`config.mk`:
```
export PLATFORM = sky130hd
export DESIGN_NAME = ccw_rx
export DESIGN_NICKNAME = d
export VERILOG_FILES = /design/src/rtl/ccw_rx.sv
export SDC_FILE = /design/constraint.sdc
export NUM_CORES = 1
export LEC_CHECK = 0
export BUFFER_PORTS_ARGS = -buffer_cell sky130_fd_sc_hd__buf_4
export CAP_MARGIN = 5
export CELL_PAD_IN_SITES_DETAIL_PLACEMENT = 2
export CELL_PAD_IN_SITES_GLOBAL_PLACEMENT = 2
export CORE_UTILIZATION = 25
export DETAILED_ROUTE_END_ITERATION = 12
export PLACE_DENSITY_LB_ADDON = 0.1
export SLEW_MARGIN = 30
export SYNTH_ARGS = -nofsm -noshare
export SYNTH_HDL_FRONTEND = slang
export SYNTH_SLANG_ARGS = --single-unit
```
`constraint.sdc`:
```
create_clock -name clk -period 6.4 [get_ports clk]
set_input_delay 0 -clock clk [delete_from_list [all_inputs] [get_ports clk]]
set_output_delay 0 -clock clk [all_outputs]
set_load 0.02 [all_outputs]
```
`src/rtl/ccw_rx.sv`:
```
// ccw_rx: slave-side receiver for the control-command-word (CCW) message.
// Frame layout on the byte stream: MARKER, FLAG, N1, N2, payload[{N1,N2}].
// The header is validated, payload bytes are delivered with a one-cycle
// strobe, and message boundaries and framing errors are reported.
// Marker/flag values come from MARKER_MASTER / FLAG_CONTROL_COMMAND_WORD
// (normally provided by msg_defs.vh); fallbacks keep this file standalone.
// Optional feature: define CCW_RX_ERR_CNT_EN to add a saturating err_cnt port.

`ifndef MARKER_MASTER
`define MARKER_MASTER 8'hF0
`endif
`ifndef FLAG_CONTROL_COMMAND_WORD
`define FLAG_CONTROL_COMMAND_WORD 8'h01
`endif

module ccw_rx #(
  parameter int MAX_LEN = 16,
  parameter int TIMEOUT = 1024,
  parameter int TO_W    = 11
) (
  input  logic       clk,
  input  logic       n_rst,
  input  logic [7:0] d,
  input  logic       d_rdy,
  output logic [7:0] q,
  output logic       q_rdy,
  output logic       msg_start,
  output logic       msg_end,
  output logic       msg_err,
  output logic [1:0] err_code,
  output logic       rx_active
`ifdef CCW_RX_ERR_CNT_EN
  ,
  output logic [7:0] err_cnt
`endif
);

  typedef enum logic [2:0] {
    IDLE,
    FLAG,
    N1,
    N2,
    PAYLOAD
  } state_e;

  typedef enum logic [1:0] {
    ERR_NONE     = 2'd0,
    ERR_BAD_FLAG = 2'd1,
    ERR_BAD_LEN  = 2'd2,
    ERR_TIMEOUT  = 2'd3
  } err_e;

  localparam logic [7:0]      MARKER    = `MARKER_MASTER;
  localparam logic [7:0]      FLAG_CCW  = `FLAG_CONTROL_COMMAND_WORD;
  localparam logic [15:0]     MAX_LEN_W = 16'(MAX_LEN);
  localparam logic [TO_W-1:0] TO_LAST   = TO_W'(TIMEOUT - 1);

  state_e          state;
  state_e          state_next;

  logic [7:0]      len_hi;
  logic [15:0]     len;
  logic [15:0]     cnt;
  logic [TO_W-1:0] gap;

  logic [15:0]     len_w;
  logic [15:0]     cnt_inc;
  logic            timeout_hit;
  logic            len_hi_load;
  logic            len_load;
  logic            start_set;
  logic            pay_set;
  logic            end_set;
  logic            err_set;
  err_e            err_val;

  // State register
  always_ff @(posedge clk or negedge n_rst) begin
    if (!n_rst) begin
      state <= IDLE;
    end else begin
      state <= state_next;
    end
  end

  // Next-state decode and single-cycle control strobes.
  // A byte arriving on the expiry cycle takes priority over the timeout.
  always_comb begin
    state_next  = state;
    len_hi_load = 1'b0;
    len_load    = 1'b0;
    start_set   = 1'b0;
    pay_set     = 1'b0;
    end_set     = 1'b0;
    err_set     = 1'b0;
    err_val     = ERR_NONE;
    len_w       = {len_hi, d};
    cnt_inc     = cnt + 16'd1;
    timeout_hit = (state != IDLE) && !d_rdy && (gap == TO_LAST);

    if (d_rdy) begin
      case (state)
        IDLE: begin
          if (d == MARKER) begin
            state_next = FLAG;
          end
        end
        FLAG: begin
          if (d == FLAG_CCW) begin
            state_next = N1;
          end else begin
            err_set    = 1'b1;
            err_val    = ERR_BAD_FLAG;
            state_next = IDLE;
          end
        end
        N1: begin
          len_hi_load = 1'b1;
          state_next  = N2;
        end
        N2: begin
          if ((len_w == 16'd0) || (len_w > MAX_LEN_W)) begin
            err_set    = 1'b1;
            err_val    = ERR_BAD_LEN;
            state_next = IDLE;
          end else begin
            len_load   = 1'b1;
            start_set  = 1'b1;
            state_next = PAYLOAD;
          end
        end
        PAYLOAD: begin
          pay_set = 1'b1;
          if (cnt_inc == len) begin
            end_set    = 1'b1;
            state_next = IDLE;
          end
        end
        default: begin
          state_next = IDLE;
        end
      endcase
    end else if (timeout_hit) begin
      err_set    = 1'b1;
      err_val    = ERR_TIMEOUT;
      state_next = IDLE;
    end
  end

  // Registered outputs, header length capture and payload byte counter
  always_ff @(posedge clk or negedge n_rst) begin
    if (!n_rst) begin
      q         <= '0;
      q_rdy     <= 1'b0;
      msg_start <= 1'b0;
      msg_end   <= 1'b0;
      msg_err   <= 1'b0;
      err_code  <= '0;
      len_hi    <= '0;
      len       <= '0;
      cnt       <= '0;
    end else begin
      q_rdy     <= pay_set;
      msg_start <= start_set;
      msg_end   <= end_set;
      msg_err   <= err_set;
      if (err_set) begin
        err_code <= err_val;
      end
      if (pay_set) begin
        q <= d;
      end
      if (len_hi_load) begin
        len_hi <= d;
      end
      if (len_load) begin
        len <= len_w;
      end
      if (state_next != PAYLOAD) begin
        cnt <= '0;
      end else if (pay_set) begin
        cnt <= cnt_inc;
      end
    end
  end

  // Inter-byte gap counter: runs only while a message is in progress
  always_ff @(posedge clk or negedge n_rst) begin
    if (!n_rst) begin
      gap <= '0;
    end else if (d_rdy || (state == IDLE) || (state_next == IDLE)) begin
      gap <= '0;
    end else begin
      gap <= gap + 1'b1;
    end
  end

  assign rx_active = (state != IDLE);

`ifdef CCW_RX_ERR_CNT_EN
  // Saturating count of aborted messages, cleared only by reset
  always_ff @(posedge clk or negedge n_rst) begin
    if (!n_rst) begin
      err_cnt <= '0;
    end else if (err_set && (err_cnt != 8'hFF)) begin
      err_cnt <= err_cnt + 8'd1;
    end
  end
`endif

endmodule

```
# Word-level counts from Yosys, hierarchy flattened
# Index checks and enable logic that the tools add are counted.
dict set report totals {
  register_bits 68
  latchBits 0
  ram_bits 0
  rom_bits 0
  input_bits 11
  out_inout_bits 15
  mem_count 0
}
dict set report classes {
  add_sub_neg 2
  n_mul 0
  div_mod_pow 0
  order_cmp 1
  n_eq_ne 9
  shift 0
  n_mux 30
  n_bitwise 0
  n_reduce_logical 11
}
# op n
set ops {}
lappend ops {{16-bit two-way mux} 2}
lappend ops {{16-bit by 1-bit adder with 16-bit output, second input constant} 1}
lappend ops {{16-bit == test} 1}
lappend ops {{16-bit by 5-bit > comparator with 1-bit output, second input constant} 1}
lappend ops {{16-bit zero test} 1}
lappend ops {{1-bit two-way mux} 15}
lappend ops {{3-bit two-way mux} 5}
lappend ops {{3-bit case mux with 5 select lines} 1}
lappend ops {{11-bit by 1-bit adder with 11-bit output, second input constant} 1}
lappend ops {{11-bit by 10-bit == test with 1-bit output, second input constant} 1}
lappend ops {{11-bit two-way mux} 1}
lappend ops {{8-bit by 1-bit == test with 1-bit output, second input constant} 1}
lappend ops {{8-bit == test, second input constant} 1}
lappend ops {{2-bit two-way mux} 4}
lappend ops {{3-bit by 2-bit == test with 1-bit output, second input constant} 2}
lappend ops {{3-bit zero test} 2}
lappend ops {{2-bit case mux with 2 select lines} 1}
lappend ops {{3-bit by 1-bit == test with 1-bit output, second input constant} 1}
lappend ops {{3-bit == test, second input constant} 1}
lappend ops {{1-bit logical OR} 3}
lappend ops {{3-bit != test, second input constant} 1}
lappend ops {{3-bit nonzero test} 1}
lappend ops {{1-bit logical AND} 2}
lappend ops {{1-bit case mux with 2 select lines} 1}
lappend ops {{other kinds (2)} 2}

# Longest topological paths before layout
dict set report depth {
  ltp_word 8
  ltp_mapped 9
}

# Worst setup path before layout
# No wires, ideal clock.
dict set report synth_path {
  path_type {register to register}
  startpoint {register cnt[0]}
  endpoint {register cnt[10]}
  arrival_ns 2.152
  t_required_ns 6.255
  slack_ns 4.103
  stages_incl_launch_ff 10
  n_path_buf 2
  period_less_slack_ns 2.297
  cell_sequence {dfrtp_1 -> ha_1 -> nand3_2 -> buf_6 -> o41ai_2 -> and4_1 -> nand3_2 -> nor4_4 -> buf_6 -> a211oi_1}
}
dict set report synth_via {
  elab_chain_len 7
}
# item line_no
set synth_rtl {}
lappend synth_rtl {{from (decl)} 63} ;# logic [15:0] cnt;
lappend synth_rtl {{from (signal assigned)} 182} ;# cnt <= cnt_inc;
lappend synth_rtl {{16-bit by 1-bit adder with 16-bit output (*)} 98} ;# cnt_inc = cnt + 16'd1;
lappend synth_rtl {{16-bit == test} 134} ;# if (cnt_inc == len) begin
lappend synth_rtl {{3-bit two-way mux} 134}
lappend synth_rtl {{3-bit case mux with 5 select lines} 102} ;# case (state)
lappend synth_rtl {{3-bit two-way mux} 101} ;# if (d_rdy) begin
lappend synth_rtl {{3-bit != test} 179} ;# if (state_next != PAYLOAD) begin
lappend synth_rtl {{16-bit two-way mux or 2-bit nonzero test (tied branches)} -}
# Mark *: on every way between the ends. The rest lies on a longest branch, timed or not. The select of a mux whose other input is x is not followed.
# A chain may end at the register's enable or synchronous reset.

# Worst setup path after layout
dict set report layout_path {
  startpoint {register cnt[0]}
  endpoint {register cnt[8]}
}
# The elaborated chain is that of the path after synthesis.

==> results.md <==
- Time the worst path needs with I/O delays and setup: 2.98 ns
- Most instantiated library cell after synthesis: sky130_fd_sc_hd__dfrtp_1
- Post-detailed-route via-to-cell ratio: around 4.9
- DP HPWL: between 6 and 7 mm
- Area growth from synthesis to layout: 19.7%
- Maximum buffer depth of the clock tree: 2
- PD cells: around 220 mW/mm^2
- Cell taking the most area after synthesis: sky130_fd_sc_hd__dfrtp_1
- Sequential element share of the synthesized area: around 47%
- Total nets after synthesis: 356
- DRC Markers: 0
- Maximum vdd ir drop: 0.000107 V
- Total iterations of the first detailed-routing run: 4
- Post-detailed-routing wire length: 9.85 mm
- Die boundary width: 122 um
- Leading post-synthesis cells by instance count: sky130_fd_sc_hd__dfrtp_1 (68), sky130_fd_sc_hd__nand2_1 (32), sky130_fd_sc_hd__xnor2_1 (31)
- Pin slew with the least headroom to its limit: between 0.9 and 1 ns
- Tcrit/Tclk final: 46.6%
- Setup slack on the worst flop-to-flop path: 3.42 ns
- Ranking of synthesized cells by area: sky130_fd_sc_hd__dfrtp_1 (47%), sky130_fd_sc_hd__xnor2_1 (7.5%), sky130_fd_sc_hd__mux2_2 (6.9%), sky130_fd_sc_hd__a211oi_1 (4.2%), sky130_fd_sc_hd__xor2_1 (3.6%)
- Syn Std Cell Area: about 0.0036 mm^2
- Routed len/inst: 17.8 um
- Crit Reg-Reg Endpoint: cnt[8]
- Number of cell instances on the worst register-to-register path: 8
- Setup TNS: 0 ns
- Area of the placeable core: 0.0140 mm^2
- Crit start category: flop
- Max FO, Critical Path: 12
- Number of H-tree branching levels: 3
- Number of antenna violations at the first check in global routing: 0
- Effective utilization at floorplan: 25.8%
- Root buffer cell: sky130_fd_sc_hd__clkbuf_16
- Highest clock rate: between 0.3 and 0.4 GHz
- Post-synthesis cell count: around 340
- ANT cells: 0
- Port Buf Inserts: 25
- Setup crit end: cnt[8]
- Final antenna-violating net count: 0
- Arrival time reported for the critical path endpoint: 3.14 ns
- Net count reported at finish: 383
- Unique cell type count in the Yosys netlist: 48
- CP Launch Point: cnt[0]
- Wire length of the first global-routing pass: 16.4 mm
- Final Util: 30.9%
- Top_reg_cell synth: sky130_fd_sc_hd__dfrtp_1
- Violation count after the first detailed-route iteration: 69
- Die span in y: around 120 um
- Mapped Avg Cell Area: 10.5 um^2
- Multi-input gate area in the final layout: ~0.0018 mm^2
- IO Pins: 26
- Remaining global-route overflow: 0
- Filler cell count in the final layout: 1538
- Crit Path Class: flop to flop
- Crit path capture type: flop
- Number of global-route vias before repair: between 2k and 3k
- Post-synth ARST share: 100%
- Final setup violation count: 0
- Area of the die: approximately 0.015 mm^2
- Post_cts resized: 0
- Unrepaired setup endpoints after global routing: false
- Fraction of final layout cells sized beyond drive strength 1: 21.6%
- Result of the run: finished, final reports clean
- Launch point of the worst reg-to-reg path: cnt[0]
- Number of synthesized flops with an enable pin: 0
- Headroom to the max-slew limit: 37.1%
- Max-slew violations: 0
- Count of warnings emitted by yosys: 0
- Clock transition at the registers of the reported paths: ~0.060 ns
- Row cnt: 43
- CTS tree: built
- Vias after detailed routing: roughly 2.7k
- Pin count of the biggest net entering global routing: a little under 70
- Maxcap violations: 0
- Clock Latency Late Sink: ~0.33 ns
- Number of sinks driven by the clock tree: 68
- Inserted Clock Buffers: 9
- Seq cells post-synth: slightly below 70
- Storage element area: about 0.0017 mm^2
- Final Hold Vio Count: 0
- Crit path required time: 6.56 ns
- Hold Path Class: input port to async pin
- GRT Util Overall: between 10 and 15%
- Final GP Congestion: between 0.7 and 0.8
- Worst clock skew on the final layout: about 0.0045 ns
- Static power due to leakage: 1.84 nW
- Area share of the leading cell type in the synthesized netlist: 47.1%
-- final cells by class --
cell class                      instances  area share (%)
Tap cell                              180            5.21
Clock inverter                          4           0.550
Sequential cell                        68            39.4
Inverter                                4           0.347
Timing Repair Buffer                   37            7.18
Multi-Input combinational cell        250            41.4
Clock buffer                           12            5.93
-- worst max-delay path: stages, from the launching register on --
cell and delay (ns):
sky130_fd_sc_hd__dfrtp_1 0.48, sky130_fd_sc_hd__ha_1 0.30, sky130_fd_sc_hd__nand3_2 0.27, sky130_fd_sc_hd__nor4_1 0.38
sky130_fd_sc_hd__mux2i_1 0.22, sky130_fd_sc_hd__o21ai_0 0.19, sky130_fd_sc_hd__nor4_4 0.63, sky130_fd_sc_hd__buf_6 0.23
sky130_fd_sc_hd__a211oi_1 0.09
-- flip-flops by register name (all words and copies together) (netlist names) --
name	cells
cnt	16
err_code	2
gap	11
len	16
len_hi	8
msg_end	1
msg_err	1
msg_start	1
q	8
q_rdy	1
state	3
-- what timing repair did --
| action | 4_1_cts | 5_1_grt |
|---|---|---|
| hold buffers | 10 | 0 |
| endpoints found under the hold margin | 90 | 0 |
| setup buffers | 0 | 0 |
-- report_power, final --
group / switching (mW) / internal, mW / total, mW
sequential: 0.000438 / 0.431 / 0.431
clock: 0.189 / 0.282 / 0.471
combinational: 0.0175 / 0.0109 / 0.0284
total: 0.207 / 0.724 / 0.931
-- cells by family (layout without fill, tap and decap cells) --
logic type	count (synthesis)	in the layout	synth area share (%)
adders and majority gates	2	2	0.692
AOI/OAI and AO/OA	44	44	8.86
muxes	24	24	7.41
DFF	68	68	47.1
and+or+nand+nor	134	134	21.3
buffers and inverters	25	57	3.46
xor gates and xnor gates	46	46	11.1
-- cell usage in the layout (no fill, tap or decap), types with 2 or more instances in the layout --
cell type                       instances
sky130_fd_sc_hd__and3_1                 6
sky130_fd_sc_hd__o22ai_1                2
sky130_fd_sc_hd__dlygate4sd3_1         10
sky130_fd_sc_hd__clkbuf_16              9
sky130_fd_sc_hd__buf_4                 25
sky130_fd_sc_hd__mux2i_1                2
sky130_fd_sc_hd__nor4b_1                2
sky130_fd_sc_hd__nand3_1               14
sky130_fd_sc_hd__nand3_2                3
sky130_fd_sc_hd__a21oi_1                5
sky130_fd_sc_hd__mux2_2                22
sky130_fd_sc_hd__xnor2_1               31
sky130_fd_sc_hd__nand4_1                5
sky130_fd_sc_hd__nor2b_1                2
sky130_fd_sc_hd__nand2_1               32
sky130_fd_sc_hd__or3_1                  2
sky130_fd_sc_hd__nor4_1                10
sky130_fd_sc_hd__o21ai_0                6
sky130_fd_sc_hd__buf_6                  2
sky130_fd_sc_hd__xor2_1                15
sky130_fd_sc_hd__nand2b_1               5
sky130_fd_sc_hd__nor3b_2                2
sky130_fd_sc_hd__a31oi_1                2
sky130_fd_sc_hd__and4bb_2               2
sky130_fd_sc_hd__nor3_1                 7
sky130_fd_sc_hd__inv_1                  4
sky130_fd_sc_hd__a211oi_2               2
sky130_fd_sc_hd__nor2_1                17
sky130_fd_sc_hd__and2_1                12
sky130_fd_sc_hd__and4_1                 3
sky130_fd_sc_hd__clkbuf_8               2
sky130_fd_sc_hd__a211oi_1              20
sky130_fd_sc_hd__dfrtp_1               68
sky130_fd_sc_hd__ha_1                   2
sky130_fd_sc_hd__clkinv_2               3
-- layer usage --
| metal | wire (um) | share of wire (%) | track usage, % | vias up |
|---|---|---|---|---|
| li1 | - | - | - | 1267 |
| met1 | 4620 | 47 | 18.6 | 1378 |
| met2 | 4830 | 49 | 24.8 | 36 |
| met3 | 221 | 2.2 | 2.56 | 12 |
| met4 | 184 | 1.9 | 6.40 | 0 |
| met5 | 0 | 0 | 0 | - |
-- worst min path at each step --
stage          slack (ns)  cells past startpoint   from   endpoint
6_report             0.25                      2  n_rst  msg_start
5_1_grt              0.32                      2  n_rst  msg_start
4_1_cts              0.40                      2  n_rst  msg_start
3_5_place_dp         0.21                      1  n_rst  msg_start
3_3_place_gp         0.21                      1  n_rst  msg_start
2_1_floorplan       -0.30                      0  n_rst     cnt[0]
-- metrics by stage --
step / power [mW] / cell area [um^2] / hold WS [ns] / instances / setup slack, ns
floorplan: 0.443 / 3610 / -0.296 / 343 / 4.10
global placement: 0.464 / 3930 / 0.208 / 528 / 3.42
detailed placement: 0.464 / 3940 / 0.211 / 529 / 3.41
CTS: 0.953 / 4320 / 0.396 / 555 / 3.39
global route: 0.967 / 4320 / 0.318 / 555 / 3.17
finish: 0.931 / 4320 / 0.247 / 555 / 3.42
Note: power is estimated with default switching activity, not from simulation.
